==> config.mk <==
export PLATFORM = sky130hd
export DESIGN_NAME = spi_frame_master
export DESIGN_NICKNAME = d
export VERILOG_FILES = /design/src/rtl/spi_frame_master.sv
export SDC_FILE = /design/constraint.sdc
export NUM_CORES = 1
export LEC_CHECK = 0
export ABC_CLOCK_PERIOD_IN_PS = 11270
export BUFFER_PORTS_ARGS = -buffer_cell sky130_fd_sc_hd__buf_2
export CAP_MARGIN = 20
export CORE_ASPECT_RATIO = 1.25
export CORE_UTILIZATION = 40
export CTS_CLUSTER_DIAMETER = 150
export CTS_CLUSTER_SIZE = 8
export DETAILED_ROUTE_END_ITERATION = 7
export GPL_TIMING_DRIVEN = 0
export PLACE_DENSITY = 0.66
export SKIP_CTS_REPAIR_TIMING = 1
export SLEW_MARGIN = 20
export SYNTH_ARGS = -nofsm -noshare
export SYNTH_HDL_FRONTEND = slang
export SYNTH_SLANG_ARGS = --single-unit
export TNS_END_PERCENT = 20
==> constraint.sdc <==
create_clock -name clk -period 11.27 [get_ports clk]
set_clock_uncertainty 0.15 [all_clocks]
set_input_delay 2.254 -clock clk [delete_from_list [all_inputs] [get_ports clk]]
set_output_delay 2.254 -clock clk [all_outputs]
set_load 0.005 [all_outputs]
==> src/rtl/spi_frame_master.sv <==
// spi_frame_master: SPI mode-0 host master. It sends one header word followed
// by NUM_WORDS payload words as 16-bit MSB-first slots and captures the
// returned result from miso.
// Optional build macro: SPI_MASTER_LOOPBACK_EN. When it is defined, the
// serial input is taken from the internal mosi instead of miso, for self-test.
module spi_frame_master #(
    parameter int          DATA_W    = 14,
    parameter int          NUM_WORDS = 5,
    parameter logic [15:0] HEAD_WORD = 16'hA5A5,
    parameter int          CLK_DIV   = 4,
    parameter int          CS_GAP    = 8
) (
    input  logic                        clk,
    input  logic                        rst,
    input  logic                        start,
    input  logic [NUM_WORDS*DATA_W-1:0] tx_data,
    output logic                        busy,
    output logic                        done,
    output logic [DATA_W-1:0]           rx_data,
    output logic                        cs,
    output logic                        sck,
    output logic                        mosi,
    input  logic                        miso
);
    localparam int TOTAL = 16 * (NUM_WORDS + 1);
    localparam int BIT_W = $clog2(TOTAL);

    typedef enum logic [1:0] {S_IDLE, S_SHIFT, S_HOLD, S_GAP} state_t;

    state_t              state_q;
    logic [TOTAL-2:0]    sr_q;       // bits still to be sent after the current mosi bit
    logic [BIT_W-1:0]    bit_q;      // index of the bit currently on mosi
    logic [7:0]          div_q;      // cycle counter within a phase, HOLD or GAP
    logic [DATA_W-1:0]   rx_sr_q;    // most recent DATA_W sampled serial bits
    logic                cs_q, sck_q, mosi_q, busy_q, done_q;
    logic [DATA_W-1:0]   rx_data_q;
    logic [TOTAL-1:0]    frame_d;
    logic                sin;

    // Assemble the full frame: the header word, then each payload word zero-padded to 16 bits.
    always_comb begin
        frame_d = '0;
        frame_d[TOTAL-1 -: 16] = HEAD_WORD;
        for (int k = 0; k < NUM_WORDS; k++) begin
            frame_d[(NUM_WORDS-k)*16-1 -: 16] =
                {{(16-DATA_W){1'b0}}, tx_data[(NUM_WORDS-k)*DATA_W-1 -: DATA_W]};
        end
    end

`ifdef SPI_MASTER_LOOPBACK_EN
    assign sin = mosi_q;
`else
    assign sin = miso;
`endif

    // Frame sequencer. All bus outputs are registered so that they are glitch-free.
    always_ff @(posedge clk or posedge rst) begin
        if (rst) begin
            state_q   <= S_IDLE;
            sr_q      <= '0;
            bit_q     <= '0;
            div_q     <= '0;
            rx_sr_q   <= '0;
            cs_q      <= 1'b1;
            sck_q     <= 1'b0;
            mosi_q    <= 1'b0;
            busy_q    <= 1'b0;
            done_q    <= 1'b0;
            rx_data_q <= '0;
        end else begin
            done_q <= 1'b0;
            case (state_q)
                S_IDLE: begin
                    div_q <= '0;
                    bit_q <= '0;
                    if (start) begin
                        sr_q    <= frame_d[TOTAL-2:0];
                        mosi_q  <= frame_d[TOTAL-1];
                        cs_q    <= 1'b0;
                        sck_q   <= 1'b0;
                        busy_q  <= 1'b1;
                        state_q <= S_SHIFT;
                    end
                end
                S_SHIFT: begin
                    if (div_q == 8'(CLK_DIV - 1)) begin
                        div_q <= '0;
                        if (!sck_q) begin
                            // The rising edge of sck is also the sampling point.
                            sck_q   <= 1'b1;
                            rx_sr_q <= {rx_sr_q[DATA_W-2:0], sin};
                        end else begin
                            sck_q <= 1'b0;
                            if (bit_q == BIT_W'(TOTAL - 1)) begin
                                state_q <= S_HOLD;  // mosi keeps the last bit
                            end else begin
                                bit_q  <= bit_q + 1'b1;
                                mosi_q <= sr_q[TOTAL-2];
                                sr_q   <= {sr_q[TOTAL-3:0], 1'b0};
                            end
                        end
                    end else begin
                        div_q <= div_q + 1'b1;
                    end
                end
                S_HOLD: begin
                    if (div_q == 8'(CLK_DIV - 1)) begin
                        div_q     <= '0;
                        cs_q      <= 1'b1;
                        mosi_q    <= 1'b0;
                        done_q    <= 1'b1;
                        rx_data_q <= rx_sr_q;
                        state_q   <= S_GAP;
                    end else begin
                        div_q <= div_q + 1'b1;
                    end
                end
                S_GAP: begin
                    if (div_q == 8'(CS_GAP - 1)) begin
                        div_q   <= '0;
                        busy_q  <= 1'b0;
                        state_q <= S_IDLE;
                    end else begin
                        div_q <= div_q + 1'b1;
                    end
                end
                default: state_q <= S_IDLE;
            endcase
        end
    end

    assign cs      = cs_q;
    assign sck     = sck_q;
    assign mosi    = mosi_q;
    assign busy    = busy_q;
    assign done    = done_q;
    assign rx_data = rx_data_q;
endmodule

### Yosys cells after proc, flatten, opt, wreduce, memory -nomap -nowiden

Index checks and enable logic that the tools add are counted.
W data, S select, Z words.

| word-level totals | value |
|---|---|
| register bits after elaboration | 145 |
| bits of input ports | 74 |
| output and inout port bits | 19 |
| word-level logic and storage cells | 77 |

| operators by class | value |
|---|---|
| $add $sub $neg | 2 |
| equal/unequal tests | 13 |
| muxes and demuxes | 35 |
| bitwise operators | 1 |
| reduce and logical (&&, ||, !) cells | 15 |

Operator list:

| operator | number |
|---|---|
| $mux W95 | 4 |
| $pmux W95 S2 | 1 |
| $pmux W8 S3 | 1 |
| $mux W7 | 3 |
| $mux W8 | 2 |
| $ne A2 B2 Y1 const B | 7 |
| $pmux W7 S2 | 1 |
| $mux W1 | 12 |
| $mux W2 | 6 |
| $reduce_and A3 Y1 | 4 |
| $reduce_and A6 Y1 | 2 |
| $add A8 B1 Y8 const B | 1 |
| $eq A8 B2 Y1 const B | 1 |
| $eq A8 B3 Y1 const B | 1 |
| $pmux W2 S4 | 1 |
| $add A7 B1 Y7 const B | 1 |
| $eq A7 B7 Y1 const B | 1 |
| $pmux W1 S2 | 3 |
| $reduce_bool A2 Y1 | 3 |
| $reduce_and A5 Y1 | 1 |
| $eq A2 B2 Y1 const B | 2 |
| $reduce_and A4 Y1 | 1 |
| $pmux W1 S3 | 1 |
| $reduce_bool A3 Y1 | 1 |
| other kinds (5) | 5 |

### Logic depth before layout (Yosys ltp)

Gate-level depths: netlist (run 1).

| logic depth | value |
|---|---|
| depth after elaboration | 5 |
| mapped depth | 10 |
| mapped depth without buffers | 7 |

### Least setup slack after synthesis (run 1)

OpenSTA, ideal clock, no wires.

| timing path | value |
|---|---|
| path type | input to register |
| from | input start |
| to | register sr_q[78] |
| setup time | 0.121 ns |
| data arrival time | 3.207 ns |
| data required time | 10.999 ns |
| path slack | 7.792 ns |
| cell stages on the path | 5 |
| path buffers | 2 |
| cell sequence | nor2b_1 > clkbuf_1 > clkbuf_1 > nor2_1 > a22o_1 |

| between the ends | value |
|---|---|
| cells in the longest elaborated chain, start to end | 2 |

Ends and longest elaborated chain:

| element | line | text |
|---|---|---|
| from (decl) | 15 | `input logic start,` |
| $ne A2 B2 Y1 (no source line) | - |  |
| $reduce_and A5 Y1 (no source line) | - |  |
| to (signal assigned) | 77 | `sr_q <= frame_d[TOTAL-2:0];` |
| to (signal assigned) | 99 | `sr_q <= {sr_q[TOTAL-3:0], 1'b0};` |
| to (decl) | 31 | `logic [TOTAL-2:0] sr_q;` |

Every way passes these cells.
A chain may end at the register's enable or synchronous reset.

### Worst setup path in the final report (run 1)

Same ends and word-level chain as after synthesis.

==> results_tabular.tex, run 1 <==
\begin{tabular}{lr}
\hline
Metric & Value \\
\hline
\multicolumn{2}{l}{\textbf{Status}} \\
\quad Result of the run & finished clean \\
\multicolumn{2}{l}{\textbf{Layout}} \\
\quad Fraction of final layout cells with drive strength greater than 1 & 24.1\% \\
\quad Count of fill cells added during filler insertion & approximately 1.5k \\
\quad Post-layout net count & 786 \\
\quad Relative area change from synthesis to final layout & 20.5\% \\
\quad Inserted Diodes & 0 \\
\multicolumn{2}{l}{\textbf{Synthesis}} \\
\quad Prevailing post-synth register cell & sky130\_fd\_sc\_hd\_\_dfrtp\_1 \\
\quad Fraction of registers with async set or reset after synthesis & 100\% \\
\quad Share of synthesized area occupied by flip-flops and latches & 54.8\% \\
\quad Post-synth EDFFs & 0 \\
\quad Yosys reg bits & 145 \\
\quad Unique cell type count in the Yosys netlist & 48 \\
\quad Number of nets produced by synthesis & 674 \\
\quad Count of synthesis-stage warnings from yosys & 0 \\
\quad Post-Synthesis Mean Instance Area & 11.2 µm² \\
\quad Number of cells produced by synthesis & 593 \\
\quad Cell area after synthesis & 6620 µm² \\
\multicolumn{2}{l}{\textbf{Placed design}} \\
\quad Count of input and output buffers & 92 \\
\quad HPWL after DPL & $\sim$9900 µm \\
\quad Final GP Congestion & approximately 0.79 \\
\multicolumn{2}{l}{\textbf{Setup path}} \\
\quad Arrival time of data at the critical path endpoint & 3.98 ns \\
\quad Largest incremental delay on the critical path & 0.50 ns \\
\quad Element type at the critical path start & primary input \\
\quad Kind of cell adding the most delay to the critical path & buffers and inverters \\
\quad Buf/Inv on CP & 3 \\
\quad Crit Path Category & primary input to flip-flop \\
\quad Critical path capture point type & flip-flop \\
\quad Worst path most repeated cell & sky130\_fd\_sc\_hd\_\_clkbuf\_1 \\
\quad Critical Path RT & 11.43 ns \\
\quad Crit-path max FO & 10 \\
\quad Master of the slowest instance on the critical path & sky130\_fd\_sc\_hd\_\_clkbuf\_1 \\
\quad Worst path cell trace & buf\_2 > nor2b\_1 > clkbuf\_1 > clkbuf\_1 > nor2\_1 > a22o\_1 \\
\multicolumn{2}{l}{\textbf{Clocking}} \\
\quad Clock tree root buffer cell & sky130\_fd\_sc\_hd\_\_clkbuf\_16 \\
\quad Clock tree from TritonCTS & built \\
\quad H-tree depth & 4 \\
\quad Cts bufs inserted & 17 \\
\quad Later-pin clock latency in the skew report & 0.41 ns \\
\quad Number of buffers between clock root and the deepest sink & 2 \\
\quad CTS clock-pin slew for the worst setup and hold paths & 0.07 ns \\
\quad Number of sinks on the clock net & 145 \\
\multicolumn{2}{l}{\textbf{Timing}} \\
\quad Final worst path period need & 3.82 ns \\
\quad Endpoints failing setup & 0 \\
\quad Pin slew with the least headroom to its limit & 0.795 ns \\
\quad Hold Vio Cnt, Final & 0 \\
\quad Max frequency & 262 MHz \\
\quad Period utilisation layout & 33.9\% \\
\quad Final TNS setup & 0 ns \\
\quad Worst rel slew slack & a little under half \\
\quad Final Max Slew Viols & 0 \\
\quad Setup repair after global routing missed its margin & false \\
\multicolumn{2}{l}{\textbf{Worst hold path}} \\
\quad Hold Path Class & flip-flop to flip-flop \\
\multicolumn{2}{l}{\textbf{Global routing}} \\
\quad Vias in the first global route & 4965 \\
\quad Overall track demand over capacity in global routing & about 18\% \\
\quad Leftover overflow at the end of global routing & 0 \\
\quad Maximum number of pins on one net before global-route repair & 106 \\
\quad Antenna violations before repair & 0 \\
\quad First-pass GRT wire length & 23900 µm \\
\multicolumn{2}{l}{\textbf{Die}} \\
\quad Area of the core & 16200 µm² \\
\quad Initial Utilization & 40.9\% \\
\quad Die area & 17100 µm² \\
\quad Number of top-level pins & 93 \\
\quad Height of the die & $\sim$150 µm \\
\quad Standard-cell row count & 52 \\
\quad Die Width & 117 µm \\
\multicolumn{2}{l}{\textbf{Routing}} \\
\quad Post-route ant nets & 0 \\
\quad Routed vias/inst & 5.34 \\
\quad Wirelength per Cell & between 15 and 20 µm \\
\quad Vias post-DR & 4987 \\
\quad First DRT Iteration DRCs & between 300 and 400 \\
\quad Detailed-router iteration count before antenna repair & 4 \\
\quad Total length of routed wires & 14500 µm \\
\quad DRC violation count after routing & 0 \\
\multicolumn{2}{l}{\textbf{Power}} \\
\quad Total power & 1.11 mW \\
\quad Power density relative to cell area & 139 nW/µm² \\
\quad Worst IR drop on VDD & 0.0962 mV \\
\quad Static leakage power & 4.12 nW \\
\multicolumn{2}{l}{\textbf{Job}} \\
\quad Max cap viols & 0 \\
\hline
\end{tabular}
[synthesized netlist by cell type (2+ instances only)]
cell type / n / area, µm²
sky130_fd_sc_hd__a22o_1: 9 / 78.8
sky130_fd_sc_hd__nor2_1: 22 / 82.6
sky130_fd_sc_hd__o221ai_1: 2 / 17.5
sky130_fd_sc_hd__a21oi_1: 6 / 30.0
sky130_fd_sc_hd__nand2_1: 21 / 78.8
sky130_fd_sc_hd__ha_1: 7 / 87.6
sky130_fd_sc_hd__buf_2: 2 / 10.0
sky130_fd_sc_hd__nand3_1: 9 / 45.0
sky130_fd_sc_hd__inv_1: 8 / 30.0
sky130_fd_sc_hd__mux2i_1: 75 / 751
sky130_fd_sc_hd__buf_6: 2 / 22.5
sky130_fd_sc_hd__mux2_2: 19 / 214
sky130_fd_sc_hd__nand4_1: 4 / 25.0
sky130_fd_sc_hd__o21ai_0: 174 / 871
sky130_fd_sc_hd__dfrtp_1: 144 / 3600
sky130_fd_sc_hd__and4_1: 2 / 17.5
sky130_fd_sc_hd__clkbuf_1: 37 / 139
sky130_fd_sc_hd__and3_1: 2 / 12.5
sky130_fd_sc_hd__xor2_1: 5 / 43.8
sky130_fd_sc_hd__nand3b_1: 2 / 15.0
sky130_fd_sc_hd__clkbuf_2: 2 / 10.0
sky130_fd_sc_hd__o21ai_1: 2 / 10.0
sky130_fd_sc_hd__nand2b_1: 2 / 12.5
sky130_fd_sc_hd__mux2_4: 10 / 150
sky130_fd_sc_hd__and3b_1: 2 / 17.5
[per-stage QoR]
| stage | hold WS (ns) | utilization, % | std cells | worst slack (ns) | cell area, µm² |
|---|---|---|---|---|---|
| 6_report | 0.314 | 49.3 | 934 | 7.45 | 7980 |
| 2_1_floorplan | 0.275 | - | 593 | 4.97 | 6620 |
| 4_1_cts | 0.317 | 49.3 | 934 | 7.43 | 7980 |
| 3_5_place_dp | 0.309 | 45.6 | 902 | 7.01 | 7390 |
| 5_1_grt | 0.341 | 49.3 | 934 | 7.33 | 7980 |
| 3_3_place_gp | 0.292 | 45.4 | 901 | 3.55 | 7350 |
[sequential cells by signal (all words and copies together) (netlist names)]
name / count
sck: 1
bit_q: 7
sr_q: 95
mosi: 1
rx_sr_q: 14
busy: 1
state_q: 2
done: 1
rx_data: 14
cs: 1
div_q: 8
[final cells by class]
class / instances / area [µm²] / share of cell area (%)
Sequential cell: 145 / 3630 / 45.5
Multi-Input combinational cell: 394 / 2750 / 34.4
Timing Repair Buffer: 93 / 488 / 6.12
Clock buffer: 17 / 425 / 5.33
Tap cell: 216 / 270 / 3.39
Buffer: 45 / 209 / 2.62
Clock inverter: 15 / 168 / 2.10
Inverter: 9 / 41.3 / 0.517
[layout by cell type (no fill, tap or decap), types with 3 or more instances in the layout]
cell and count:
sky130_fd_sc_hd__ha_1 7, sky130_fd_sc_hd__inv_1 7, sky130_fd_sc_hd__a22o_1 9, sky130_fd_sc_hd__mux2_4 10, sky130_fd_sc_hd__mux2i_1 75, sky130_fd_sc_hd__a21oi_1 6
sky130_fd_sc_hd__clkbuf_16 17, sky130_fd_sc_hd__clkbuf_1 37, sky130_fd_sc_hd__xor2_1 5, sky130_fd_sc_hd__o21ai_0 174, sky130_fd_sc_hd__inv_8 5, sky130_fd_sc_hd__inv_6 4
sky130_fd_sc_hd__dfrtp_1 144, sky130_fd_sc_hd__nor2_1 22, sky130_fd_sc_hd__buf_2 94, sky130_fd_sc_hd__clkinv_4 3, sky130_fd_sc_hd__mux2_2 19, sky130_fd_sc_hd__nand4_1 4
sky130_fd_sc_hd__nand2_1 21, sky130_fd_sc_hd__nand3_1 9
[routing by layer]
metal	GRT usage [%]	wire length [µm]	vias up
li1	-	-	2364
met1	22.9	6360	2482
met2	29.6	7370	124
met3	4.29	600	17
met4	5.95	218	0
met5	0	0	-
[cells by family (layout without fill, tap and decap cells)]
family	Yosys count	in the layout	share of synthesized area, %
AOI/OAI and AO/OA	202	202	16.4
xor gates and xnor gates	6	6	0.794
adders and majority gates	7	7	1.32
buffers and inverters	54	179	3.67
DFF	145	145	54.8
muxes	104	104	16.8
and+or+nand+nor	75	75	6.18
[worst paths after layout]
check / cells after the start / from / slack, ns / to
max: 6 / start / 7.45 / sr_q[78]$_DFFE_PP0P_
min: 1 / div_q[0]$_DFF_PP0_ / 0.31 / div_q[0]$_DFF_PP0_
max reg2reg: 10 / state_q[1]$_DFFE_PP0P_ / 8.03 / sr_q[17]$_DFFE_PP0P_
min reg2reg: 1 / div_q[0]$_DFF_PP0_ / 0.31 / div_q[0]$_DFF_PP0_
max in group asynchronous: 3 / rst / 8.48 / sr_q[65]$_DFFE_PP0P_
min in group asynchronous: 2 / rst / 1.66 / sr_q[22]$_DFFE_PP0P_
[where the power goes]
group	switching [mW]	internal (mW)	leakage, nW
combinational	0.0150	0.0120	1.85
clock	0.246	0.315	0.285
sequential	0.000922	0.521	1.99
Power figures use the tool's default switching activity.
==> run 2: changes to the inputs <==
ABC_AREA = 1   (was not set)
ABC_CLOCK_PERIOD_IN_PS = 3800   (was 11270)
clock period = 3.8 ns   (was 11.27 ns; I/O delays follow)
==> results_tabular.tex, run 2 <==
\begin{tabular}{lr}
\hline
Metric & Value \\
\hline
\multicolumn{2}{l}{\textbf{Status}} \\
\quad Result of the run & finished clean \\
\multicolumn{2}{l}{\textbf{Layout}} \\
\quad Post-layout net count & 1134 \\
\quad Most used cells in the layout excluding fill and tap cells & sky130\_fd\_sc\_hd\_\_nand2\_1, sky130\_fd\_sc\_hd\_\_dfrtp\_1, sky130\_fd\_sc\_hd\_\_buf\_2 \\
\quad Fraction of the core area covered by cells at the end of the flow & around 49\% \\
\quad Fraction of final layout cells with drive strength greater than 1 & 18.7\% \\
\quad Most common cell after layout, fill and taps aside & sky130\_fd\_sc\_hd\_\_nand2\_1 \\
\quad Inserted Diodes & 0 \\
\quad Number of flip-flops under the largest register name & 95 \\
\quad Top reg by flops & sr\_q \\
\quad Relative area change from synthesis to final layout & 20.6\% \\
\multicolumn{2}{l}{\textbf{Setup path}} \\
\quad Worst path cell trace & inv\_1 > ha\_1 > buf\_2 > clkinv\_2 > nand2\_1 > nand2\_2 > buf\_2 > buf\_2 > nand4\_1 > nand2\_1 \\
\quad Critical path capture point type & flip-flop \\
\quad Master of the slowest instance on the critical path & sky130\_fd\_sc\_hd\_\_dfrtp\_1 \\
\quad Largest incremental delay on the critical path & 0.41 ns \\
\quad Arrival time of data at the critical path endpoint & between 2 and 3 ns \\
\quad Element type at the critical path start & flip-flop \\
\quad Crit-path max FO & 10 \\
\quad Worst path most repeated cell & sky130\_fd\_sc\_hd\_\_buf\_2 \\
\quad Critical Path RT & 4.01 ns \\
\quad Crit Path Category & flip-flop to flip-flop \\
\quad Reg2reg path depth & 10 \\
\multicolumn{2}{l}{\textbf{Synthesis}} \\
\quad Xor-xnor portion of the synthesized cell area & 0.851\% \\
\quad Unique cell type count in the Yosys netlist & 31 \\
\quad Number of nets produced by synthesis & 1017 \\
\quad Most common cell in the synthesized netlist & sky130\_fd\_sc\_hd\_\_nand2\_1 \\
\quad Leading area contributor after synthesis & sky130\_fd\_sc\_hd\_\_dfrtp\_1 \\
\quad Share of synthesized area occupied by flip-flops and latches & 50.4\% \\
\quad Fraction of synthesized area in multiplexers & 0\% \\
\quad Post-synth EDFFs & 0 \\
\quad Post-synthesis share of cell area spent on full adders, half adders and majority gates & $\sim$1.2\% \\
\quad Cell types with the largest area share after synthesis & sky130\_fd\_sc\_hd\_\_dfrtp\_1, sky130\_fd\_sc\_hd\_\_nand2\_1, sky130\_fd\_sc\_hd\_\_nand4\_1 \\
\quad Number of cells produced by synthesis & 936 \\
\quad Cell types with the highest counts after synthesis & sky130\_fd\_sc\_hd\_\_nand2\_1, sky130\_fd\_sc\_hd\_\_dfrtp\_1, sky130\_fd\_sc\_hd\_\_nand4\_1 \\
\quad Portion of synthesized cell area occupied by the leading cell type & 50.0\% \\
\quad Simple-Gate Fraction of Synth Area & 37.5\% \\
\quad Compound-gate portion of the synthesized area & under 10\% \\
\quad Post-Synthesis Mean Instance Area & 7.70 µm² \\
\quad Cell area after synthesis & between 7000 and 8000 µm² \\
\quad Count of synthesis-stage warnings from yosys & 0 \\
\quad Fraction of registers with async set or reset after synthesis & 100\% \\
\quad Prevailing post-synth register cell & sky130\_fd\_sc\_hd\_\_dfrtp\_1 \\
\quad Yosys reg bits & 145 \\
\quad Largest family of logic cells by synthesized area & simple AND/OR/NAND/NOR gates \\
\multicolumn{2}{l}{\textbf{Routing}} \\
\quad DRC violation count after routing & 0 \\
\quad First DRT Iteration DRCs & 434 \\
\quad Vias post-DR & between 6k and 7k \\
\quad Detailed-router iteration count before antenna repair & 4 \\
\quad Total length of routed wires & 17200 µm \\
\quad Routed vias/inst & 4.91 \\
\quad Post-route ant nets & 0 \\
\quad Wirelength per Cell & 13.3 µm \\
\multicolumn{2}{l}{\textbf{Clocking}} \\
\quad Clock tree root buffer cell & sky130\_fd\_sc\_hd\_\_clkbuf\_16 \\
\quad Cts bufs inserted & 17 \\
\quad Later-pin clock latency in the skew report & between 0.4 and 0.5 ns \\
\quad Number of buffers between clock root and the deepest sink & 2 \\
\quad Number of sinks on the clock net & $\sim$150 \\
\quad CTS clock-pin slew for the worst setup and hold paths & 0.06 ns \\
\quad Clock tree from TritonCTS & built \\
\quad H-tree depth & 4 \\
\multicolumn{2}{l}{\textbf{Die}} \\
\quad Die Width & 122 µm \\
\quad Height of the die & 152 µm \\
\quad Initial Utilization & roughly two fifths \\
\quad Number of top-level pins & 93 \\
\quad Die area & 18600 µm² \\
\quad Area of the core & 17600 µm² \\
\quad Standard-cell row count & 54 \\
\multicolumn{2}{l}{\textbf{Placed design}} \\
\quad Count of input and output buffers & 92 \\
\quad HPWL after DPL & roughly 12000 µm \\
\quad Final GP Congestion & a little under 0.8 \\
\multicolumn{2}{l}{\textbf{Power}} \\
\quad Static leakage power & 4.75 nW \\
\quad Total power & approximately 7.2 mW \\
\quad Power density relative to cell area & 823 nW/µm² \\
\quad Worst IR drop on VDD & roughly 0.36 mV \\
\multicolumn{2}{l}{\textbf{Global routing}} \\
\quad First-pass GRT wire length & 28500 µm \\
\quad Maximum number of pins on one net before global-route repair & 28 \\
\quad Overall track demand over capacity in global routing & between 10\% and 20\% \\
\quad Vias in the first global route & 5999 \\
\quad Leftover overflow at the end of global routing & 0 \\
\quad Antenna violations before repair & 0 \\
\multicolumn{2}{l}{\textbf{Timing}} \\
\quad Final TNS setup & 0 ns \\
\quad Final worst path period need & 2.31 ns \\
\quad Endpoints failing setup & 0 \\
\quad Max frequency & 432 MHz \\
\quad Setup repair after global routing missed its margin & false \\
\quad Hold Vio Cnt, Final & 0 \\
\quad Pin slew with the least headroom to its limit & between 0.5 and 0.6 ns \\
\quad Period utilisation layout & 60.9\% \\
\quad Final Max Slew Viols & 0 \\
\quad Worst rel slew slack & between 60 and 70\% \\
\multicolumn{2}{l}{\textbf{Worst hold path}} \\
\quad Hold Path Class & primary input to asynchronous set/reset pin \\
\multicolumn{2}{l}{\textbf{Job}} \\
\quad Max cap viols & 0 \\
\hline
\end{tabular}
==> run 2: changes by cell type after synthesis, sizes merged, moves of 4 or more <==
| cell | delta |
|---|---|
| nand2 | +463 |
| o21ai | -137 |
| nand4 | +83 |
| inv | +31 |
| nand3 | +4 |
| clkbuf | -25 |
| mux2 | -29 |
| a22o | -9 |
| nor2 | +11 |
| mux2i | -75 |
| buf | +41 |
| or2 | +8 |
==> run 2: cell families (layout without fill, tap and decap cells) <==
family | count (synthesis) | count (layout)
compound gates | 47 | 47
simple gates | 629 | 629
flops | 145 | 145
buf+inv | 101 | 230
xor+xnor | 7 | 7
fa+ha+maj | 7 | 7
==> run 2: final cells by class <==
class,instances,area [µm²]
fill,1761,8880
sequential,145,3630
multi-input combinational,690,3090
timing repair buffer,98,596
clock buffer,21,470
buffer,61,338
tap,224,280
inverter,40,155
clock inverter,10,134
==> run 2: worst paths after layout <==
check,start,to,slack [ns]
min in group clk,sr_q[89]$_DFFE_PP0P_,sr_q[89]$_DFFE_PP0P_,0.31
hold / removal,rst,sr_q[49]$_DFFE_PP0P_,0.19
setup reg to reg,state_q[1]$_DFFE_PP0P_,sr_q[80]$_DFFE_PP0P_,1.49
max in group asynchronous,rst,sr_q[89]$_DFFE_PP0P_,2.48
hold reg to reg,sr_q[89]$_DFFE_PP0P_,sr_q[89]$_DFFE_PP0P_,0.31
setup / recovery,state_q[1]$_DFFE_PP0P_,sr_q[80]$_DFFE_PP0P_,1.49
==> run 2: through the flow <==
stage	worst slack (ns)	hold WS, ns	instances	cell area (µm²)
after global routing	1.32	0.208	1289	8690
after detailed placement	1.52	0.307	1258	8090
after floorplan	1.07	0.275	936	7210
after global placement	0.0419	0.296	1252	7950
after CTS	1.49	0.189	1289	8690
final	1.49	0.188	1289	8690
==> run 2: where the power goes <==
| group | total [mW] | switching [mW] | internal, mW | leakage [nW] |
|---|---|---|---|---|
| logic | 3.14 | 2.09 | 1.05 | 2.56 |
| clock network | 1.72 | 0.646 | 1.08 | 0.295 |
| registers | 2.29 | 0.250 | 2.04 | 1.90 |
| total | 7.16 | 2.99 | 4.17 | 4.75 |
==> run 2: routing by layer <==
layer  track usage [%]  routed length (µm)
met4              7.72                 318
met5                 0                   0
met1              25.7                7950
met2              30.5                8210
met3              3.94                 675
==> run 2: critical path, delay by kind of cell (launching register included) <==
kind | cells | cell delay, ns
buffers and inverters | 5 | 0.94
AND/OR/NAND/NOR | 4 | 0.57
flip-flops | 1 | 0.41
adder cells (fa/ha/maj) | 1 | 0.17
